`src/rtl/seq_mult_ctrl.sv`:
```
// Iterative shift-add multiplier (signed/unsigned) with IDLE/RUN/FIN control and a Start/Done handshake.
// Optional build macro EARLY_TERM_EN: finish as soon as the remaining multiplier bits are all zero.
module seq_mult_ctrl #(
  parameter int WIDTH = 32,
  parameter int CNT_W = $clog2(WIDTH + 1)
) (
  input  logic                 Clock,
  input  logic                 Reset,
  input  logic                 Start,
  input  logic                 Signed_Mode,
  input  logic [WIDTH-1:0]     Data_A,
  input  logic [WIDTH-1:0]     Data_B,
  output logic                 Busy,
  output logic                 Done,
  output logic [2*WIDTH-1:0]   Prod,
  output logic [1:0]           dbg_state
);

  typedef enum logic [1:0] {
    IDLE = 2'd0,
    RUN  = 2'd1,
    FIN  = 2'd2
  } state_t;

  state_t               state;
  logic [2*WIDTH-1:0]   a_reg;
  logic [2*WIDTH-1:0]   acc;
  logic [WIDTH-1:0]     b_reg;
  logic [CNT_W-1:0]     cnt;
  logic                 neg;

  logic [WIDTH-1:0]     mag_a;
  logic [WIDTH-1:0]     mag_b;
  logic                 last_iter;
  logic                 early_stop;

  // The most-negative operand negates to 2^(WIDTH-1), which is still correct read as unsigned.
  always_comb begin
    mag_a = (Signed_Mode && Data_A[WIDTH-1]) ? -Data_A : Data_A;
    mag_b = (Signed_Mode && Data_B[WIDTH-1]) ? -Data_B : Data_B;
  end

  assign last_iter = (cnt == CNT_W'(WIDTH - 1));

`ifdef EARLY_TERM_EN
  assign early_stop = (b_reg == '0);
`else
  assign early_stop = 1'b0;
`endif

  assign dbg_state = state;

  always_ff @(posedge Clock) begin
    if (Reset) begin
      state <= IDLE;
      a_reg <= '0;
      b_reg <= '0;
      acc   <= '0;
      cnt   <= '0;
      neg   <= 1'b0;
      Busy  <= 1'b0;
      Done  <= 1'b0;
      Prod  <= '0;
    end else begin
      Done <= 1'b0;
      case (state)
        IDLE: begin
          if (Start) begin
            a_reg <= {{WIDTH{1'b0}}, mag_a};
            b_reg <= mag_b;
            neg   <= Signed_Mode & (Data_A[WIDTH-1] ^ Data_B[WIDTH-1]);
            acc   <= '0;
            cnt   <= '0;
            Busy  <= 1'b1;
            state <= RUN;
          end
        end
        RUN: begin
          if (early_stop) begin
            state <= FIN;
          end else begin
            if (b_reg[0]) acc <= acc + a_reg;
            a_reg <= a_reg << 1;
            b_reg <= b_reg >> 1;
            cnt   <= cnt + CNT_W'(1);
            if (last_iter) state <= FIN;
          end
        end
        FIN: begin
          Prod  <= neg ? -acc : acc;
          Done  <= 1'b1;
          Busy  <= 1'b0;
          state <= IDLE;
        end
        default: state <= IDLE;
      endcase
    end
  end

endmodule

```
`config.mk`:
```
export PLATFORM = sky130hd
export DESIGN_NAME = seq_mult_ctrl
export DESIGN_NICKNAME = d
export VERILOG_FILES = /design/src/rtl/seq_mult_ctrl.sv
export SDC_FILE = /design/constraint.sdc
export NUM_CORES = 1
export LEC_CHECK = 0
export ABC_AREA = 1
export CAP_MARGIN = 20
export CORE_MARGIN = 2
export CORE_UTILIZATION = 30
export CTS_CLUSTER_DIAMETER = 100
export DETAILED_ROUTE_END_ITERATION = 8
export GPL_TIMING_DRIVEN = 0
export PLACE_DENSITY = 0.45
export SLEW_MARGIN = 20
export SYNTH_ARGS = -nofsm -noshare
export SYNTH_HDL_FRONTEND = slang
export SYNTH_SLANG_ARGS = --single-unit
```
`constraint.sdc`:
```
create_clock -name Clock -period 3.9 [get_ports Clock]
set_input_delay 0.78 -clock Clock [delete_from_list [all_inputs] [get_ports Clock]]
set_output_delay 0.78 -clock Clock [all_outputs]
set_load 0.02 [all_outputs]
```
==> impl_results.md <==
* Share of cells above drive strength 1 at 0.0457
* Period minus WS final at 3.08 ns
* Endpoint kind of the worst setup timing path: flop
* Maximum number of pins on one net before global-route repair at 17
* Worst flop-to-flop path startpoint: acc[0]$_SDFFE_PP0P_
* DIE AREA at 62800 um^2
* # nets final at 3462
* Layout overhead on the synthesized area at 18.0%
* Most common cell after layout, fill and taps aside: nand2_1
* Layout Utilization at 0.357
* Flops & latches, synth at 235
* Fraction of registers with async set/reset at 0
* RSZ-0062 raised after global routing: false
* First-pass GRT wire length at 119000 um
* Final weighted congestion of routability-driven global placement at 0.928
* CTS buffer count at 30
* Non-Filler Cell Area, Final at 21500 um^2
* Clk slew on worst S/H paths at 0.06 ns
* Syn_area_per_cell at 5.77 um^2
* Sinks on the clock net at 235
* Number of standard cells after synthesis at 3159
* Outcome: finished, final reports clean
* Capture endpoint of the worst hold path: b_reg[31]$_SDFFE_PP0P_
* Post-CTS Hold Buffers at 0
* Flop-to-flop setup slack at 0.82 ns
* Transition time of the tightest slew-check pin at 1.05 ns
* Number of buffers inserted to repair setup after CTS at 0
* Count of TritonRoute iterations in the first routing pass at 5
* Share of Yosys cell area claimed by the top area cell type at 0.258
* Total global routing overflow at 0
* Worst clock skew at 0.0377 ns
* Worst-case clock buffer depth at 3
* Row count at 90
* Synth area leaders: dfxtp_1 26%, nand2_1 20%, inv_1 11%, nor2_1 7.9%, nand3_1 5.6%
* Peak Freq at 325 MHz
* Initial core utilization at 0.303
* Number of vias in the routed layout at 20400
* HP Start: b_reg[31]$_SDFFE_PP0P_
* Proportion of synthesized chip area in sequential cells at 0.258
* Post-route ant nets at 0
* Cell area reported after detailed placement at 20600 um^2
* Element type at the critical path start: primary input
* Buffer type at the clock tree root: clkbuf_16
* Gr usage total at 0.250
* Worst setup path class: primary input to flop
* Number of antenna violations at the first check in global routing at 0
* I/O pins at 136
* Dpl hpwl at 67100 um
* Number of global-route vias before repair at 19100
* Number of synthesis warnings at 0
* Count of final hold-check violations at 0
* Average detailed-routed wire length per instance at 19.3 um
* Critical-path maximum fanout at 10
* Slew Limit Fails at 0
* Type of the most critical hold path: flop to flop
* Reg2Reg Capture Point: acc[46]$_SDFFE_PP0P_
* Horizontal die dimension at 251 um
* Worst Reg-to-Reg Cells at 14
* CTS resizes at 0
* Insertion delay of the later-clocked pin in the worst-skew pair at 0.60 ns
* Most frequent cells in the layout: 957 x nand2_1, 534 x inv_1, 386 x nor2_1
* Starting DRC count in detailed routing at 1746
* Sum of routed wire length over all layers at 79800 um
* Post-route setup TNS at 0 ns
* Worst hold path depth at 2
* CP arrival at 3.54 ns
* Placeable core region at 60200 um^2
* Areal power density over the cells at 295 nW/um^2
* Max IR drop VDD at 0.305 mV
* Dominant cell type by area after synthesis: dfxtp_1
* CP required at 4.36 ns
* H-Tree Depth at 1
* DRC violation count after routing at 0
* Leakage power at 10.9 nW
* Distinct cell type count after synthesis at 59
* Number of enable flip-flop cells after synthesis at 0
* Slew Limit Headroom at 0.300
* Dominant synthesized flop cell: dfxtp_1
* Final number of setup-violating endpoints at 0
* Share of the clock period used by the worst path at 0.788
* Cell area after synthesis at 18200 um^2
* Number of maximum-capacitance constraint violations at 0
* Via-to-Cell Ratio at 4.95
* Count of buffers inserted at the top-level ports at 135
* Syn_nets at 3295
* Height of the chip at 251 um
* CTS tree: done
-- per-layer routing --
metal  part of all wire  GRT usage  vias up
met2               0.43      0.397      560
met3              0.052     0.0212       75
met4              0.020     0.0547        0
met1               0.50      0.365     9445
met5                  0          0        -
li1                   -          -    10400
-- layout make-up --
type	count	area, um^2
tap	782	978
buffer	89	378
multi-input combinational	2289	11100
clock inverter	10	91.3
clock buffer	44	853
antenna	1	2.50
sequential	235	4700
inverter	546	2050
timing repair buffer	135	1350
fill	6728	38700
-- cells in the mapped netlist, types with 14 or more instances --
master	instances
inv_1	534
o211ai_1	14
ha_1	67
clkbuf_1	64
nand4_1	24
nor2_1	386
a21oi_1	197
nor3_1	40
o21ai_0	140
or2_2	37
o2111ai_1	17
nand3_1	203
nand2_1	957
a22oi_1	34
o221ai_1	19
dfxtp_1	235
xor2_1	30
-- critical path, stage by stage --
cell,delay (ns)
clkdlybuf4s50_1,0.55
clkbuf_1,0.73
clkbuf_1,0.81
clkbuf_1,0.53
a21oi_1,0.10
-- logic make-up after synthesis --
family                   share of synthesized area
AND/OR/NAND/NOR                              0.388
buffers and inverters                        0.133
AO/OA/AOI/OAI                                0.156
flip-flops                                   0.258
adder cells (fa/ha/maj)                     0.0471
XOR/XNOR                                    0.0178
-- power by group --
| part | total [W] | internal, W | switching, W |
|---|---|---|---|
| Clock | 0.00267 | 0.00152 | 0.00114 |
| Sequential | 0.00256 | 0.00248 | 0.0000813 |
| Combinational | 0.00112 | 0.000359 | 0.000765 |
| Total | 0.00635 | 0.00436 | 0.00199 |
-- stage by stage --
stage / std cells / setup slack, ns / power (W) / hold slack (ns)
after detailed placement: 4076 / 0.177 / 0.00373 / 0.459
after global placement: 4076 / 0.185 / 0.00373 / 0.453
after global routing: 4130 / 0.603 / 0.00662 / 0.487
after CTS: 4130 / 0.801 / 0.00642 / 0.468
final: 4131 / 0.825 / 0.00635 / 0.468
after floorplan: 3159 / 1.82 / 0.00326 / 0.437
-- worst max path at each step --
stage	start	end	slack, ns
floorplan	Data_B[0]	b_reg[24]$_SDFFE_PP0P_	1.82
global placement	Reset	acc[20]$_SDFFE_PP0P_	0.18
detailed placement	Reset	acc[21]$_SDFFE_PP0P_	0.18
CTS	Reset	a_reg[51]$_SDFFE_PP0P_	0.80
global route	acc[0]$_SDFFE_PP0P_	acc[62]$_SDFFE_PP0P_	0.60
finish	Reset	acc[29]$_SDFFE_PP0P_	0.82
Note: power is estimated with default switching activity, not from simulation.
